**config.mk**
```make
export PLATFORM = sky130hd
export DESIGN_NAME = adc_serial_sender
export DESIGN_NICKNAME = d
export VERILOG_FILES = /design/src/rtl/adc_serial_sender.sv
export SDC_FILE = /design/constraint.sdc
export NUM_CORES = 1
export LEC_CHECK = 0
export ABC_AREA = 1
export BUFFER_PORTS_ARGS = -buffer_cell sky130_fd_sc_hd__clkbuf_2
export CORE_MARGIN = 2
export CORE_UTILIZATION = 45
export CTS_CLUSTER_DIAMETER = 150
export DETAILED_ROUTE_END_ITERATION = 10
export REMOVE_ABC_BUFFERS = 1
export SLEW_MARGIN = 20
export SYNTH_ARGS = -nofsm -noshare
export SYNTH_HDL_FRONTEND = slang
export SYNTH_SLANG_ARGS = --single-unit
```
**constraint.sdc**
```tcl
create_clock -name rcv_clk -period 2.8 [get_ports rcv_clk]
set_input_delay 0.84 -clock rcv_clk [delete_from_list [all_inputs] [get_ports rcv_clk]]
set_output_delay 0.84 -clock rcv_clk [all_outputs]
set_load 0.02 [all_outputs]
```
**src/rtl/adc_serial_sender.sv**
```systemverilog
// rtl/adc_serial_sender.sv - FIFO-buffered 16-bit serial word transmitter for ADC samples
module adc_serial_sender #(
  parameter int         FIFO_AW    = 4,
  parameter int         GAP_CYCLES = 0,
  parameter logic [5:0] HDR_TAG    = 6'h3F
) (
  input  logic             rcv_clk,
  input  logic             rst_n,
  input  logic             i_enable,
  input  logic             i_frame_start,
  input  logic [9:0]       i_smp_data,
  input  logic             i_smp_vld,
  output logic             o_smp_rdy,
  output logic             o_d,
  output logic             o_fs,
  output logic             o_busy,
  output logic [FIFO_AW:0] o_level
);

  localparam int               DEPTH    = 1 << FIFO_AW;
  localparam logic [FIFO_AW:0] FULL_LVL = (FIFO_AW + 1)'(DEPTH);
  localparam logic [7:0]       GAP_LEN  = 8'(GAP_CYCLES);

  localparam logic [1:0] S_IDLE  = 2'd0;
  localparam logic [1:0] S_SHIFT = 2'd1;
  localparam logic [1:0] S_GAP   = 2'd2;

  logic [9:0]         mem [DEPTH];
  logic [FIFO_AW-1:0] wr_ptr;
  logic [FIFO_AW-1:0] rd_ptr;
  logic [FIFO_AW:0]   count;

  logic [1:0]  state;
  logic [14:0] sh;
  logic [3:0]  bitcnt;
  logic [7:0]  gapcnt;
  logic [5:0]  tag;
  logic        hdr_pend;

  logic        full;
  logic        empty;
  logic        push;
  logic        pop;
  logic        word_done;
  logic        start;
  logic        hdr_load;
  logic [15:0] next_word;

  assign full      = (count == FULL_LVL);
  assign empty     = (count == '0);
  assign o_smp_rdy = rst_n & ~full;
  assign o_level   = count;
  assign push      = i_smp_vld & o_smp_rdy;

  // A new word may begin when idle, on the bit-0 cycle (no gap), or on the last gap cycle
  always_comb begin
    word_done = 1'b0;
    case (state)
      S_IDLE:  word_done = 1'b1;
      S_SHIFT: word_done = (bitcnt == 4'd0) && (GAP_CYCLES == 0);
      S_GAP:   word_done = (gapcnt == 8'd1);
      default: word_done = 1'b1;
    endcase
  end

  assign start     = word_done & i_enable & (hdr_pend | ~empty);
  assign hdr_load  = start & hdr_pend;
  assign pop       = start & ~hdr_pend;
  assign next_word = hdr_pend ? {HDR_TAG, 10'h000} : {tag, mem[rd_ptr]};

  // Sample storage; contents need no reset because occupancy tracks validity
  always_ff @(posedge rcv_clk) begin
    if (push) mem[wr_ptr] <= i_smp_data;
  end

  // FIFO pointers and occupancy
  always_ff @(posedge rcv_clk or negedge rst_n) begin
    if (!rst_n) begin
      wr_ptr <= '0;
      rd_ptr <= '0;
      count  <= '0;
    end else begin
      if (push) wr_ptr <= wr_ptr + 1'b1;
      if (pop)  rd_ptr <= rd_ptr + 1'b1;
      case ({push, pop})
        2'b10:   count <= count + 1'b1;
        2'b01:   count <= count - 1'b1;
        default: count <= count;
      endcase
    end
  end

  // Word tag sequence and header request latch; a pulse coinciding with a header load re-arms it
  always_ff @(posedge rcv_clk or negedge rst_n) begin
    if (!rst_n) begin
      tag      <= '0;
      hdr_pend <= 1'b0;
    end else begin
      hdr_pend <= i_frame_start | (hdr_pend & ~hdr_load);
      if (hdr_load)
        tag <= '0;
      else if (pop)
        tag <= (tag == HDR_TAG - 6'd1) ? 6'd0 : tag + 6'd1;
    end
  end

  // Serializer: bit 15 goes out on the load edge with fs, then one lower bit per edge
  always_ff @(posedge rcv_clk or negedge rst_n) begin
    if (!rst_n) begin
      state  <= S_IDLE;
      sh     <= '0;
      bitcnt <= '0;
      gapcnt <= '0;
      o_d    <= 1'b0;
      o_fs   <= 1'b0;
      o_busy <= 1'b0;
    end else begin
      o_fs <= 1'b0;
      if (start) begin
        state  <= S_SHIFT;
        sh     <= next_word[14:0];
        bitcnt <= 4'd15;
        o_d    <= next_word[15];
        o_fs   <= 1'b1;
        o_busy <= 1'b1;
      end else begin
        case (state)
          S_SHIFT: begin
            if (bitcnt != 4'd0) begin
              o_d    <= sh[14];
              sh     <= {sh[13:0], 1'b0};
              bitcnt <= bitcnt - 4'd1;
            end else if (GAP_CYCLES > 0) begin
              state  <= S_GAP;
              gapcnt <= GAP_LEN;
              o_d    <= 1'b0;
            end else begin
              state  <= S_IDLE;
              o_d    <= 1'b0;
              o_busy <= 1'b0;
            end
          end
          S_GAP: begin
            if (gapcnt == 8'd1) begin
              state  <= S_IDLE;
              o_busy <= 1'b0;
            end else begin
              gapcnt <= gapcnt - 8'd1;
            end
          end
          default: begin
            state  <= S_IDLE;
            o_d    <= 1'b0;
            o_busy <= 1'b0;
          end
        endcase
      end
    end
  end

endmodule

```
==> results by stage, run 1 <==
Status:
- The flow ran to the end, and the final reports show no timing, DRC or antenna violations.

Clock tree:
- For this design, the sink count on the clock tree is between 200 and 250.
- The post-cts hold buffer count is 0.
- The clock passes through at most 3 buffers.
- The clock reaches the later pin of the worst-skew pair after roughly 520 ps.
- The clock transition at the registers of the reported paths is around 60 ps.
- In this run the number of H-tree levels came out at 1.
- In this run the clock root is driven by a clkbuf_16.
- The post-cts sizing count is 0.
- After clock tree synthesis, the setup repair step added 0 buffers.
- TritonCTS built the clock tree.
- Clock tree synthesis inserted a total of 23 buffers.

Worst setup path:
- Along the worst path, the maximum fanout reaches 7.
- The type of the worst setup path is reg2reg.
- Together, buffers and inverters on the worst path number 3.
- The cell repeated most along the worst path is nand2_1.
- The cell count along the critical path is 19.
- The worst setup path startpoint is bitcnt[0].
- The beginning of the worst register-to-register path is bitcnt[0].
- Traced cell by cell, the critical path runs through inv_1 -> ha_1 -> nand3_2 -> nand2_4 -> inv_4 -> nor2_4 -> nand2_4 -> nor2_4 -> ha_1 -> xor2_1 -> ha_1 -> inv_1 -> nand2_1 -> and3_1 -> nor2_1 -> nand2_1 -> nand2_1 -> nand2_1 -> nand2_1.
- The biggest cell delay along the critical path is 380 ps.
- The number of cells on the worst reg-to-reg path is 19.
- The critical path capture point type is a flop.
- Data on the critical path is required at its endpoint by between 3000 and 4000 ps.
- The startpoint kind of the worst setup timing path is a flop.
- The cell class contributing the biggest share of worst-path delay is simple AND/OR/NAND/NOR gates.
- The critical path ends at o_level[4].
- The cell with the largest stage delay on the worst path is dfrtp_1.
- Data arrives at the worst endpoint at 2920 ps.
- The reg2reg setup slack is between 200 and 300 ps.
- The worst reg2reg path endpoint is o_level[4].

Final layout:
- The area growth from synthesis to final layout is 15.18%.
- The total inserted antenna cells is 0.
- The share of layout cells above drive strength 1 is about an eighth.
- The final net count is 972.

Pwr:
- IR analysis of the VDD net gives a maximum drop of ~500 uV.
- Summed over all cells, the static leakage comes to roughly 4.5 nW.
- Dividing total power by cell area gives a power density of 957.1 mW/mm2.

Die:
- From left edge to right edge, the die measures 145.5 um.
- After floorplanning, the core was sized to cover between 0.015 and 0.02 mm2.
- The die covers 0.02117 mm2.
- The effective utilization at floorplan is 46.14%.
- The number of top-level design ports is 24.
- The die is 145.5 um tall.
- In this run the core area contains between 50 and 60 standard-cell rows.

STA:
- The worst pin sits at a relative slew slack of 36.15%.
- Setup violations remaining at the end of the flow were counted as 0.
- At the pin with the least slew margin, the transition time is 957.7 ps.
- Setup repair after global routing left no endpoint under its margin.
- The accumulated negative setup slack is 0 ps.
- Once routing completed, OpenROAD measured the worst setup slack at between 200 and 300 ps.
- The clock skew after layout is around 15 ps.
- The maximum clock rate is ~400 MHz.
- The number of pins with negative max-slew slack in the final report is 0.
- The final hold violation count is 0.
- The fraction of the cycle the final worst path needs is between 80% and 90%.
- After layout, the minimum clock period comes to ~2500 ps.

Place:
- The count of buffers from port buffering is 23.
- Detailed placement finished with a half-perimeter wire length of roughly 12000 um.
- OpenSTA, run right after detailed placement, puts the worst setup slack at around 240 ps.
- Routability-driven placement finished with a final weighted congestion of between 0.7 and 0.8.

Logic synthesis:
- Yosys mapped a number of flops with a built-in enable equal to 160.
- The synthesized netlist cell count is between 800 and 900.
- The summed instance area of the synthesized netlist is about 0.009 mm2.
- In the synthesized netlist the dominant register cell turns out to be edfxtp_1.
- The async set or reset register ratio after synthesis is roughly 21%.
- During synthesis, Yosys emitted a total of 0 warnings.
- The number of distinct library cells after synthesis is 30.
- For this run, the register share of the synthesized area comes to roughly 65%.
- The number of synthesized register bits is 202.
- The mean cell area of the mapped netlist is 10.03 um2.

Routing:
- The routed via count is 6124.
- Wires add up to a little over 20000 um.
- The number of search-and-repair iterations in the first detailed-routing pass is 5.
- The number of DRC markers in iteration 0 is a little over 500.
- In the routed design, unresolved DRC markers number 0.
- The mean number of vias per cell is approximately 5.
- In this run the remaining antenna-violating nets after routing total 0.
- The per-cell routed wire length is roughly 17 um.

GRT:
- The number of antenna violations at the first check in global routing is 0.
- Global routing used 19.75% of the available tracks across all layers.
- The pin count of the biggest net entering global routing is 86.
- The total congestion overflow after global routing is 0.
- The first global-routing pass estimated approximately 33000 um of wire.
- The via count of the first global-routing pass came to around 6000.

Hold path:
- The worst hold-check path type is in2async.

Job:
- The number of max-cap violations is 0.
==> Yosys cell counts (4+ instances only) <==
master | n | area share [%]
a21oi_1 | 13 | 0.72
buf_2 | 21 | 1.2
clkbuf_1 | 13 | 0.54
dfrtp_1 | 42 | 12
edfxtp_1 | 160 | 53
ha_1 | 12 | 1.7
inv_1 | 142 | 5.9
nand2_1 | 248 | 10
nand3_1 | 125 | 6.9
nor2_1 | 29 | 1.2
nor3_1 | 15 | 0.83
o211ai_1 | 4 | 0.33
o21ai_0 | 28 | 1.6
o21ai_1 | 7 | 0.39
xor2_1 | 11 | 1.1
==> registers in the layout, indices dropped and copies added, names as in the netlist <==
name      flops
tag           6
hdr_pend      1
o_fs          1
mem         160
sh           15
bitcnt        4
o_level       5
wr_ptr        4
o_d           1
rd_ptr        4
o_busy        1
==> how the worst min path moves through the flow <==
stage,startpoint,to,depth (start not counted)
global placement,sh[0],sh[0],2
floorplan,sh[0],sh[0],2
CTS,rst_n,rd_ptr[0],2
detailed placement,sh[0],sh[0],2
global route,rst_n,tag[5],2
finish,rst_n,tag[5],2
==> logic make-up (layout without fill, tap and decap cells) <==
family / after synthesis / in the layout / synth area share (%)
AOI/OAI and AO/OA: 60 / 60 / 3.611
buffers and inverters: 185 / 248 / 8.235
xor gates and xnor gates: 14 / 14 / 1.361
DFF: 202 / 202 / 64.99
and+or+nand+nor: 425 / 425 / 20.14
adders and majority gates: 12 / 12 / 1.666
==> through the flow <==
| step | total power, W | cell area, um2 | utilization (%) | cells | hold slack, ps |
|---|---|---|---|---|---|
| floorplan | 0.005838 | 8818 | - | 859 | 443.7 |
| global placement | 0.006965 | 9627 | 49.30 | 1185 | 459.9 |
| detailed placement | 0.006993 | 9627 | 49.30 | 1185 | 460.9 |
| CTS | 0.01000 | 10380 | 53.15 | 1226 | 477.5 |
| global route | 0.01053 | 10380 | 53.15 | 1226 | 506.5 |
| finish | 0.009932 | 10380 | 53.15 | 1226 | 467.5 |
==> power by group <==
| group | switching [W] | total (W) | internal, W | leakage [nW] |
|---|---|---|---|---|
| combinational | 0.00215 | 0.00312 | 0.000972 | 2.24 |
| clock | 0.00121 | 0.00299 | 0.00179 | 0.356 |
| sequential | 0.000200 | 0.00382 | 0.00362 | 1.94 |
| total | 0.00356 | 0.00993 | 0.00637 | 4.54 |
==> cell usage in the layout (no fill, tap or decap), drive strengths merged <==
cell type	n
a21boi	1
a21oi	13
a31oi	1
and3	1
buf	38
bufinv	3
clkbuf	48
clkinv	7
clkinvlp	4
dfrtp	42
edfxtp	160
ha	12
inv	148
nand2	250
nand3	126
nand4	2
nor2	31
nor3	15
o211ai	4
o21ai	35
o21bai	3
o22ai	3
xnor2	3
xor2	11
==> per-layer routing <==
| layer | part of all wire [%] | track usage (%) |
|---|---|---|
| met1 | 44 | 26.80 |
| met4 | 1.9 | 5.490 |
| met5 | 0 | 0 |
| met3 | 5.5 | 2.978 |
| met2 | 48 | 33.36 |
==> cell type report <==
| type | count | area, um2 |
|---|---|---|
| fillers | 1773 | 9149 |
| flip-flops and latches | 202 | 5857 |
| multi-input cells | 511 | 2462 |
| clock buffers | 25 | 583.1 |
| inverters | 146 | 550.5 |
| repair buffers | 61 | 425.4 |
| well taps | 265 | 331.6 |
| clock inverters | 16 | 167.7 |
Power figures use the tool's default switching activity.
==> run 2, diff against run 1 <==
--- a/config.mk
+++ b/config.mk
@@ -11,7 +11,9 @@
 export CORE_UTILIZATION = 45
 export CTS_CLUSTER_DIAMETER = 150
 export DETAILED_ROUTE_END_ITERATION = 10
+export MAX_ROUTING_LAYER = met4
 export REMOVE_ABC_BUFFERS = 1
+export SKIP_CTS_REPAIR_TIMING = 1
 export SLEW_MARGIN = 20
 export SYNTH_ARGS = -nofsm -noshare
 export SYNTH_HDL_FRONTEND = slang
==> results by stage, run 2 (synthesis gave the netlist of run 1 again) <==
Final layout:
- Largest registers: mem x160, sh x15, tag x6 (unchanged).
- The final net count is 972 (unchanged).
- Most used cells in the layout excluding fill and tap cells: nand2_1, edfxtp_1, inv_1 (unchanged).
- The share of layout cells above drive strength 1 is 12.07% (unchanged).
- The area growth from synthesis to final layout was 15.18% (unchanged).
- The total inserted antenna cells is 0 (unchanged).
- The commonest non-fill, non-tap cell in the layout is nand2_1 (unchanged).
- The register containing the most flip-flops in the final layout is mem (unchanged).
- The number of flip-flops under the largest register name is 160 (unchanged).
- The design area is 0.01038 mm2 (unchanged).

GRT:
- The wire length of the first global-routing pass was 32930 um (was 32880 um).
- The pin count of the biggest net entering global routing is 86 (unchanged).
- The number of antenna violations at the first check in global routing came to 0 (unchanged).
- The via count of the first global-routing pass was 5913 (was 5919).
- The total congestion overflow after global routing is 0 (unchanged).
- The global-route total usage across every layer is 20.41% (was 19.75%).

Worst setup path:
- The worst setup path startpoint is bitcnt[0] (unchanged).
- The cell depth of the worst flop-to-flop path was 19 (unchanged).
- Cell chain of the critical path: inv_1 -> ha_1 -> nand3_2 -> nand2_4 -> inv_4 -> nor2_4 -> nand2_4 -> nor2_4 -> ha_1 -> xor2_1 -> ha_1 -> inv_1 -> nand2_1 -> and3_1 -> nor2_1 -> nand2_1 -> nand2_1 -> nand2_1 -> nand2_1 (unchanged).
- The critical path capture point type is a flop (unchanged).
- The cell with the largest stage delay on the worst path is dfrtp_1 (unchanged).
- The biggest cell delay along the critical path is 380 ps (about the same).
- The type of the worst setup path was reg2reg (unchanged).
- The required time reported for the critical path endpoint is 3200 ps (about the same).
- The data arrival time of the critical path came to 2920 ps (about the same).
- The beginning of the worst register-to-register path is bitcnt[0] (unchanged).
- The cell repeated most along the worst path is nand2_1 (unchanged).
- The startpoint kind of the worst setup timing path is a flop (unchanged).
- The critical-path maximum fanout came to 7 (unchanged).

Status:
- Outcome: completed (unchanged).

STA:
- The actual transition at the worst max-transition pin is 963.9 ps (was 957.7 ps).
- The fraction of the cycle the final worst path needs is 89.76% (was 89.87%).
- The clock skew after layout was 14.95 ps (was 14.72 ps).
- The headroom to the max-slew limit is 35.74% (was 36.15%).
- The final hold violation count was 0 (unchanged).
- The maximum clock rate is 397.9 MHz (was 397.4 MHz).
- The clock period minus worst slack is 2513 ps (was 2516 ps).
- Unrepaired setup endpoints after global routing: false (unchanged).
- The number of pins with negative max-slew slack in the final report is 0 (unchanged).
- The worst hold slack came to 467.1 ps (was 467.5 ps).
- The number of setup violations in the final report came to 0 (unchanged).

Job:
- The number of max-cap violations is 0 (unchanged).

Pwr:
- The power per unit of standard cell area was 955.9 mW/mm2 (was 957.1 mW/mm2).
- The worst vdd rail ir drop came to 500.0 uV (was 501.0 uV).
- The total power is 0.009920 W (was 0.009932 W).
- The static power due to leakage is 4.540 nW (unchanged).

Clock tree:
- The clock transition at the registers of the reported paths is 60 ps (about the same).
- The number of clock sinks is 202 (unchanged).
- The number of buffers on the longest clock path is 3 (unchanged).
- The TritonCTS clock tree is built (unchanged).
- The total CTS buffers came to 23 (unchanged).
- The clock insertion delay at the later pin of the skew report is 520 ps (about the same).
- The H-tree depth reported by CTS was 1 (unchanged).
- The master cell of the clock root buffer is clkbuf_16 (unchanged).

Die:
- The core area came to 0.01953 mm2 (unchanged).
- The die span in x is 145.5 um (unchanged).
- The area enclosed by the die boundary is 0.02117 mm2 (unchanged).
- The die boundary height is 145.5 um (unchanged).
- The number of top-level design ports was 24 (unchanged).
- The number of rows in the core area is 51 (unchanged).
- The effective utilization at floorplan is 46.14% (unchanged).

Routing:
- The mean number of vias per cell was 4.998 (was 4.995).
- The per-cell routed wire length is 16.82 um (was 16.85 um).
- The final wirelength is 20620 um (was 20660 um).
- The routed via count is 6127 (was 6124).
- The number of search-and-repair iterations in the first detailed-routing pass is 5 (unchanged).
- The number of DRC markers in iteration 0 is 562 (was 510).
- The number of antenna-violating nets in the routed design came to 0 (unchanged).
- The detailed-route DRC error count is 0 (unchanged).

Hold path:
- The worst hold-check path type is in2async (unchanged).

Place:
- The placer congestion estimate came to 0.8104 (was 0.7989).
- The count of buffers from port buffering was 23 (unchanged).
- The instance area at placement is 0.009627 mm2 (unchanged).
- The detailed-placement wirelength estimate is 12190 um (unchanged).
-- run 2: cell counts in the layout (fill, tap and decap cells not counted) --
No cell type changed its count.
-- run 2: through the flow --
step | util [%] | std cells | TNS [ps] | worst slack [ps]
after floorplan | - | 859 | -3294 | -390.1
after detailed placement | 49.30 | 1185 | 0 | 236.6
after global placement | 49.30 | 1185 | 0 | 248.0
after CTS | 53.15 | 1226 | 0 | 300.1
final | 53.15 | 1226 | 0 | 286.6
after global routing | 53.15 | 1226 | 0 | 42.53
-- run 2: worst max-delay path, delay by kind of cell, from the launching register on --
| kind | cells | cell delay (ps) |
|---|---|---|
| buf+inv | 3 | 180 |
| simple gates | 12 | 940 |
| flops | 1 | 380 |
| xor+xnor | 1 | 220 |
| fa+ha+maj | 3 | 660 |
-- run 2: layout make-up --
class / count / area, um2
fillers: 1773 / 9149
flip-flops and latches: 202 / 5857
multi-input cells: 511 / 2462
clock buffers: 25 / 583.1
inverters: 146 / 550.5
repair buffers: 61 / 425.4
well taps: 265 / 331.6
clock inverters: 16 / 167.7
-- run 2: final timing paths --
path                                   end  slack [ps]
max in group asynchronous        rd_ptr[0]        1930
min in group rcv_clk                 sh[0]         470
worst min-delay path                tag[5]         470
worst max register to register  o_level[4]         290
worst max-delay path            o_level[4]         290
worst min register to register       sh[0]         470
-- run 2: report_power, final --
group,total (W),switching [W],internal [W]
registers,0.00382,0.000200,0.00362
logic,0.00312,0.00215,0.000972
clock network,0.00298,0.00120,0.00179
total,0.00992,0.00355,0.00637
-- run 2: layer usage --
metal / vias to the layer above / global-route usage [%] / wire length, um
met5: - / - / 0
met4: 0 / 5.490 / 401
met3: 33 / 2.978 / 1115
met2: 160 / 33.41 / 10050
met1: 2916 / 26.90 / 9051
li1: 3018 / - / -
